==> src/rtl/dm_lane_pkg.sv <==
// Shared types and constants for the lane sequencer: FSM state encoding,
// memory word size and the parameter defaults used by the interface and top.
package dm_lane_pkg;

  localparam int WORD_BYTES      = 4;
  localparam int DEF_NUM_LANES   = 4;
  localparam int DEF_DATA_W      = 32;
  localparam int DEF_ADDR_W      = 32;
  localparam int DEF_RD_LAT      = 1;

  typedef enum logic [1:0] {
    ST_IDLE  = 2'd0,
    ST_ISSUE = 2'd1,
    ST_DRAIN = 2'd2,
    ST_RESP  = 2'd3
  } state_e;

  // Lane index width, kept at least 1 bit so a single-lane build still has a real index.
  function automatic int idx_w(input int n);
    return (n > 1) ? $clog2(n) : 1;
  endfunction

endpackage

==> src/rtl/dm_lane_seq_if.sv <==
// Core-side request/response bus plus the single-port memory bus of the lane sequencer.
interface dm_lane_seq_if
  import dm_lane_pkg::*;
#(
  parameter int NUM_LANES = DEF_NUM_LANES,
  parameter int DATA_W    = DEF_DATA_W,
  parameter int ADDR_W    = DEF_ADDR_W
);

  // Handshake: a request transfers on a rising edge where req_valid && req_ready;
  // req_ready is high only while idle, and request fields are ignored otherwise.
  logic                        req_valid;
  logic                        req_ready;
  logic                        req_we;
  logic [ADDR_W-1:0]           req_addr;
  logic [NUM_LANES-1:0]        req_mask;
  logic [NUM_LANES*DATA_W-1:0] req_wd;
  logic                        resp_valid;
  logic [NUM_LANES*DATA_W-1:0] resp_rd;
  logic                        busy;
  logic                        mem_en;
  logic                        mem_we;
  logic [ADDR_W-1:0]           mem_addr;
  logic [DATA_W-1:0]           mem_wd;
  logic [DATA_W-1:0]           mem_rd;

  modport slave (
    input  req_valid, req_we, req_addr, req_mask, req_wd, mem_rd,
    output req_ready, resp_valid, resp_rd, busy, mem_en, mem_we, mem_addr, mem_wd
  );

  modport master (
    output req_valid, req_we, req_addr, req_mask, req_wd, mem_rd,
    input  req_ready, resp_valid, resp_rd, busy, mem_en, mem_we, mem_addr, mem_wd
  );

endinterface

==> src/rtl/dm_lane_seq_lane_pick.sv <==
// Finds the lowest enabled lane at or above a start index; o_last is set when
// no such lane exists, i.e. the lane before i_from was the final one.
module lane_pick #(
  parameter int NUM_LANES = 4,
  parameter int IDX_W     = 2
) (
  input  logic [NUM_LANES-1:0] i_mask,
  input  logic [IDX_W:0]       i_from,
  output logic [IDX_W-1:0]     o_idx,
  output logic                 o_last
);

  always_comb begin
    o_idx  = '0;
    o_last = 1'b1;
    for (int i = NUM_LANES - 1; i >= 0; i--) begin
      if (i_mask[i] && (i >= int'(i_from))) begin
        o_idx  = IDX_W'(i);
        o_last = 1'b0;
      end
    end
  end

endmodule

==> src/rtl/dm_lane_seq.sv <==
// Masked multi-lane load/store sequencer: serialises enabled lanes onto a
// single-port memory and gathers load data back into a packed response.
module dm_lane_seq
  import dm_lane_pkg::*;
#(
  parameter int NUM_LANES = DEF_NUM_LANES,
  parameter int DATA_W    = DEF_DATA_W,
  parameter int ADDR_W    = DEF_ADDR_W,
  parameter int RD_LAT    = DEF_RD_LAT
) (
  input  logic              clk,
  input  logic              rst,
  dm_lane_seq_if.slave      bus,
  output state_e            o_dbg_state
);

  localparam int IDX_W = idx_w(NUM_LANES);
  localparam int CNT_W = 3;

  state_e                      r_state;
  logic                        r_we;
  logic [ADDR_W-1:0]           r_addr;
  logic [NUM_LANES-1:0]        r_mask;
  logic [NUM_LANES*DATA_W-1:0] r_wd;
  logic [IDX_W-1:0]            r_idx;
  logic [CNT_W-1:0]            r_dcnt;
  logic [NUM_LANES*DATA_W-1:0] r_resp_rd;
  logic [RD_LAT-1:0]           r_pv;
  logic [IDX_W-1:0]            r_pidx [RD_LAT];

  logic             w_accept;
  logic             w_issue;
  logic [IDX_W-1:0] w_first_idx;
  logic             w_first_none;
  logic [IDX_W:0]   w_next_from;
  logic [IDX_W-1:0] w_next_idx;
  logic             w_issue_last;

  assign w_accept    = bus.req_valid && (r_state == ST_IDLE);
  assign w_issue     = (r_state == ST_ISSUE);
  assign w_next_from = {1'b0, r_idx} + {{IDX_W{1'b0}}, 1'b1};

  lane_pick #(.NUM_LANES(NUM_LANES), .IDX_W(IDX_W)) u_pick_first (
    .i_mask (bus.req_mask),
    .i_from ('0),
    .o_idx  (w_first_idx),
    .o_last (w_first_none)
  );

  lane_pick #(.NUM_LANES(NUM_LANES), .IDX_W(IDX_W)) u_pick_next (
    .i_mask (r_mask),
    .i_from (w_next_from),
    .o_idx  (w_next_idx),
    .o_last (w_issue_last)
  );

  always_ff @(posedge clk) begin
    if (rst) begin
      r_state <= ST_IDLE;
      r_we    <= 1'b0;
      r_addr  <= '0;
      r_mask  <= '0;
      r_wd    <= '0;
      r_idx   <= '0;
      r_dcnt  <= '0;
    end else begin
      case (r_state)
        ST_IDLE: if (w_accept) begin
          r_we    <= bus.req_we;
          r_addr  <= bus.req_addr;
          r_mask  <= bus.req_mask;
          r_wd    <= bus.req_wd;
          r_idx   <= w_first_idx;
          r_state <= w_first_none ? ST_RESP : ST_ISSUE;
        end
        ST_ISSUE: begin
          r_idx <= w_next_idx;
          if (w_issue_last) begin
            r_state <= r_we ? ST_RESP : ST_DRAIN;
            r_dcnt  <= CNT_W'(RD_LAT - 1);
          end
        end
        ST_DRAIN: begin
          if (r_dcnt == '0) r_state <= ST_RESP;
          else              r_dcnt  <= r_dcnt - 1'b1;
        end
        ST_RESP: r_state <= ST_IDLE;
        default: r_state <= ST_IDLE;
      endcase
    end
  end

  // Each load issue tags its lane; the tag surfaces exactly when that lane's data arrives.
  always_ff @(posedge clk) begin
    if (rst) begin
      r_pv      <= '0;
      r_resp_rd <= '0;
    end else begin
      r_pv[0]   <= w_issue && !r_we;
      r_pidx[0] <= r_idx;
      for (int j = 1; j < RD_LAT; j++) begin
        r_pv[j]   <= r_pv[j-1];
        r_pidx[j] <= r_pidx[j-1];
      end
      if (w_accept)
        r_resp_rd <= '0;
      else if (r_pv[RD_LAT-1])
        r_resp_rd[r_pidx[RD_LAT-1]*DATA_W +: DATA_W] <= bus.mem_rd;
    end
  end

  assign bus.req_ready  = (r_state == ST_IDLE);
  assign bus.busy       = (r_state != ST_IDLE);
  assign bus.resp_valid = (r_state == ST_RESP);
  assign bus.resp_rd    = r_resp_rd;
  assign bus.mem_en     = w_issue;
  assign bus.mem_we     = w_issue && r_we;
  assign bus.mem_addr   = w_issue ? r_addr + ADDR_W'(WORD_BYTES * int'(r_idx)) : '0;
  assign bus.mem_wd     = (w_issue && r_we) ? r_wd[r_idx*DATA_W +: DATA_W] : '0;
  assign o_dbg_state    = r_state;

endmodule

==> src/flat_wrapper.sv <==
// flat-port wrapper written by rule: the top's interface ports become plain ports
module dm_lane_seq_flat import dm_lane_pkg::*;
#(
  parameter int NUM_LANES = DEF_NUM_LANES,
  parameter int DATA_W    = DEF_DATA_W,
  parameter int ADDR_W    = DEF_ADDR_W,
  parameter int RD_LAT    = DEF_RD_LAT
)
  (clk, rst, o_dbg_state, bus_req_valid, bus_req_we, bus_req_addr, bus_req_mask, bus_req_wd, bus_mem_rd, bus_req_ready, bus_resp_valid, bus_resp_rd, bus_busy, bus_mem_en, bus_mem_we, bus_mem_addr, bus_mem_wd);
  dm_lane_seq_if #(.NUM_LANES(NUM_LANES), .DATA_W(DATA_W), .ADDR_W(ADDR_W)) bus_i ();
  input  logic clk;
  input  logic rst;
  output state_e o_dbg_state;
  input wire logic [$bits(bus_i.req_valid)-1:0] bus_req_valid;
  input wire logic [$bits(bus_i.req_we)-1:0] bus_req_we;
  input wire logic [$bits(bus_i.req_addr)-1:0] bus_req_addr;
  input wire logic [$bits(bus_i.req_mask)-1:0] bus_req_mask;
  input wire logic [$bits(bus_i.req_wd)-1:0] bus_req_wd;
  input wire logic [$bits(bus_i.mem_rd)-1:0] bus_mem_rd;
  output wire logic [$bits(bus_i.req_ready)-1:0] bus_req_ready;
  output wire logic [$bits(bus_i.resp_valid)-1:0] bus_resp_valid;
  output wire logic [$bits(bus_i.resp_rd)-1:0] bus_resp_rd;
  output wire logic [$bits(bus_i.busy)-1:0] bus_busy;
  output wire logic [$bits(bus_i.mem_en)-1:0] bus_mem_en;
  output wire logic [$bits(bus_i.mem_we)-1:0] bus_mem_we;
  output wire logic [$bits(bus_i.mem_addr)-1:0] bus_mem_addr;
  output wire logic [$bits(bus_i.mem_wd)-1:0] bus_mem_wd;
  assign bus_i.req_valid = bus_req_valid;
  assign bus_i.req_we = bus_req_we;
  assign bus_i.req_addr = bus_req_addr;
  assign bus_i.req_mask = bus_req_mask;
  assign bus_i.req_wd = bus_req_wd;
  assign bus_i.mem_rd = bus_mem_rd;
  assign bus_req_ready = bus_i.req_ready;
  assign bus_resp_valid = bus_i.resp_valid;
  assign bus_resp_rd = bus_i.resp_rd;
  assign bus_busy = bus_i.busy;
  assign bus_mem_en = bus_i.mem_en;
  assign bus_mem_we = bus_i.mem_we;
  assign bus_mem_addr = bus_i.mem_addr;
  assign bus_mem_wd = bus_i.mem_wd;
  dm_lane_seq #(.NUM_LANES(NUM_LANES), .DATA_W(DATA_W), .ADDR_W(ADDR_W), .RD_LAT(RD_LAT)) u_core (.clk(clk), .rst(rst), .bus(bus_i), .o_dbg_state(o_dbg_state));
endmodule
==> config.mk <==
export PLATFORM = sky130hd
export DESIGN_NAME = dm_lane_seq_flat
export DESIGN_NICKNAME = d
export VERILOG_FILES = /design/src/rtl/dm_lane_pkg.sv /design/src/rtl/dm_lane_seq_if.sv /design/src/rtl/dm_lane_seq_lane_pick.sv /design/src/rtl/dm_lane_seq.sv /design/src/flat_wrapper.sv
export SDC_FILE = /design/constraint.sdc
export NUM_CORES = 1
export LEC_CHECK = 0
export BUFFER_PORTS_ARGS = -buffer_cell sky130_fd_sc_hd__buf_2
export CAP_MARGIN = 25
export CORE_ASPECT_RATIO = 1.5
export CORE_UTILIZATION = 29
export DETAILED_ROUTE_END_ITERATION = 8
export HOLD_SLACK_MARGIN = 0.1
export PLACE_DENSITY = 0.49
export RECOVER_POWER = 100
export SLEW_MARGIN = 5
export SYNTH_ARGS = -nofsm -noshare
export SYNTH_HDL_FRONTEND = slang
export SYNTH_SLANG_ARGS = --single-unit
export TNS_END_PERCENT = 1
==> constraint.sdc <==
create_clock -name clk -period 3.16 [get_ports clk]
set_clock_uncertainty 0.1 [all_clocks]
set_input_delay 0.158 -clock clk [delete_from_list [all_inputs] [get_ports clk]]
set_output_delay 0.158 -clock clk [all_outputs]
set_load 0.01 [all_outputs]
==> impl_metrics.toml <==
[yosys]
ys_seq_elements = 302
total_number_of_yosys_warnings = 0
ys_types = 46
edff_count_synth = 2
synth_cells = 1422
synth.cell_area_mm2 = 0.0122
synth_sequential_area_ratio_pct = 49.8
synthTopCellsByArea = "dfxtp_1, nand2_1, a22oi_1"
yosys_most_used_dff = "dfxtp_1"
synthArstFlopShare_pct = 0
post-synth-top-count-cell = "nand2_1"
synth_top_cell_by_area = "dfxtp_1"
yosys.area.top_type_share_pct = 49.3
yosys-top-cells-count = "nand2_1, dfxtp_1, a21oi_1, nor2_1, a22oi_1"
synth.net_count = 1636
synth_area_per_cell_um2 = 8.57

[setup_path]
path_class = "flop to output pin"
required_ps = 2900
arrival_ps = 2730
worst_r2r_path_depth = 6
path_max_fanout = 12
endpoint_kind = "output pin"
critical_path_source_type = "flop"

[flow_run]
drv_cap = 0

[floorplanning]
top_level_ports = 399
die_area_mm2 = 0.0429
start_util_pct = 29.5
core_area_mm2 = 0.0413
cell_row_count = 91
die_width_um = 169
fp.dieH_um = 253

[power]
finalPower_mw = 11.3
p_per_area_mw_per_mm2 = 641
vdd_ir_drop_max_v = 0.000462
p_seq_share_pct = 40.0
comb_power_share_pct = 25.3
power.static_leakage_nw = 6.74
switchingPower_mw = 3.63
switching_fraction_of_total_power_pct = 32.1
power.internal_mw = 7.70
part_of_the_power_in_the_clock_network_pct = 34.7

[place]
dp_hpwl_um = 29100
portBuffers = 398
gp_congestion = 0.779
placed_cell_count = 2293

[clock_tree]
max-clock-path-buffers = 3
cts_buffers = 31
cts.sink_count = 302
ctsHtreeMaxLevel = 1
cts_tree = "yes"
clock_latency_ps = 580
cts.reportedPaths.clkPinSlew_ps = 60
root_buffer = "clkbuf_16"

[grt]
grt_max_degree = 172
grt_antenna_before_repair = 7
gr-usage-all-layers_pct = 19.7
grt_pass1_wl_um = 67300
vias_in_the_first_global_route = 12300
grt_remaining_overflow = 0

[finish]
multi_input_comb_area_mm2 = 0.00565
layoutNonFillerInstCount = 2565
drive_gt1_share_pct = 17.5
finish.net_count = 2193
fillCellCount = 4248
syn2layout_area_growth_pct = 45.1
register_area_mm2 = 0.00607
final_util_pct = 42.8

[drt]
routed_wirelength_um = 43800
detail_route.wl_per_cell_um = 17.1
drtPass1Iterations = 5
drcViolationCount = 0
avgViaCountPerCell = 4.77
detail_route.iter0.violations = 592
via_count = 12200
ant_nets = 0

[timing]
setup_viol = 0
least_margin_pin_slew_ps = 1090
hold-worst-slack_ps = 260
min_period_over_period_pct = 94.4
achievable-frequency_mhz = 335
summed_negative_setup_slack_over_all_endpoints_ps = 0
rsz0062_at_grt = "false"
layout_min_cycle_time_ps = 2980
timing_max_transition_violations_final = 0
relative_slew_margins_pct = 27.0
timing_hold_violations_final = 0

[status]
outcome = "complete, no violations"

[hold_path]
hold_path_class = "input pin to flop"
hold_depth = 4
through the flow:
stage          setup slack, ps  cell area, um^2
2_1_floorplan              971            12200
6_report                   176            17700
3_3_place_gp               630            14800
3_5_place_dp               651            14800
4_1_cts                   11.6            18000
5_1_grt                   22.4            17700
kinds of logic after synthesis:
kind of cell	after synthesis	share of synthesized area, %
AOI/OAI and AO/OA	329	16.4
xor gates and xnor gates	22	1.58
adders and majority gates	14	1.50
buffers and inverters	125	3.92
DFF	302	49.8
muxes	35	6.16
and+or+nand+nor	595	20.6
flip-flops by register name (all words and copies together) (netlist names):
register / flops
u_core.bus.resp_rd: 128
u_core.r_wd: 128
u_core.r_addr: 32
u_core.r_dcnt: 3
u_core.r_mask: 3
u_core.o_dbg_state: 2
u_core.r_idx: 2
u_core.r_pidx: 2
u_core.r_pv: 1
u_core.r_we: 1
area by class of cell:
cell class,instances,area share [%]
Sequential cell,302,34.3
Multi-Input combinational cell,995,32.0
Timing Repair Buffer,635,23.3
Clock buffer,47,5.24
Tap cell,558,3.95
Clock inverter,11,0.913
Inverter,14,0.297
Antenna cell,3,0.0425
worst max-delay path, cell delays in order (launching register included):
cell,delay [ps]
dfxtp_1,330
ha_1,180
fa_1,210
and3_2,250
nand4_1,110
buf_4,210
or3_2,470
a21oi_2,220
clkbuf_2,170
power groups by stage:
| stage | Clock, mW | Combinational (mW) | Sequential (mW) |
|---|---|---|---|
| final | 3.93 | 2.86 | 4.54 |
| after global routing | 4.22 | 3.19 | 4.59 |
| after CTS | 4.07 | 3.00 | 4.54 |
| after detailed placement | 0 | 2.75 | 4.63 |
| after global placement | 0 | 2.73 | 4.61 |
| after floorplan | 0 | 1.82 | 4.54 |
timing repair:
| item | CTS | global route |
|---|---|---|
| hold endpoints to repair | 298 | 0 |
| setup buffers | 0 | 0 |
| setup endpoints to repair | 0 | 2 |
| hold buffers | 211 | 0 |
| gates resized for setup | 0 | 2 |
layout by cell type, fill, tap and decap left out, types with 8 or more instances in the layout:
master	synthesis	layout
clkbuf_16	0	32
nand3_1	8	8
xnor2_1	15	15
dlygate4sd3_1	0	211
nand2_1	345	343
a22oi_1	128	128
a21oi_1	177	176
buf_2	7	231
clkbuf_1	91	175
nor2_1	154	154
mux4_2	32	32
o21ai_0	13	13
buf_4	0	14
ha_1	13	13
and2_1	37	36
nor4_1	9	8
inv_1	14	14
dfxtp_1	300	299
final timing paths:
path / from / endpoint / slack [ps]
worst max-delay path: u_core.r_addr[2] / bus_mem_addr[24] / 180
worst min-delay path: bus_req_wd[50] / u_core.r_wd[50] / 260
worst max register to register: u_core.o_dbg_state[1] / u_core.bus.resp_rd[123] / 300
worst min register to register: u_core.r_wd[59] / u_core.r_wd[59] / 350
per-layer routing:
layer  global-route usage [%]  wire (um)
met1                     21.8      17400
met2                     36.8      22500
met3                     3.94       2490
met4                     7.10       1360
met5                        0         51
Power figures use the tool's default switching activity.
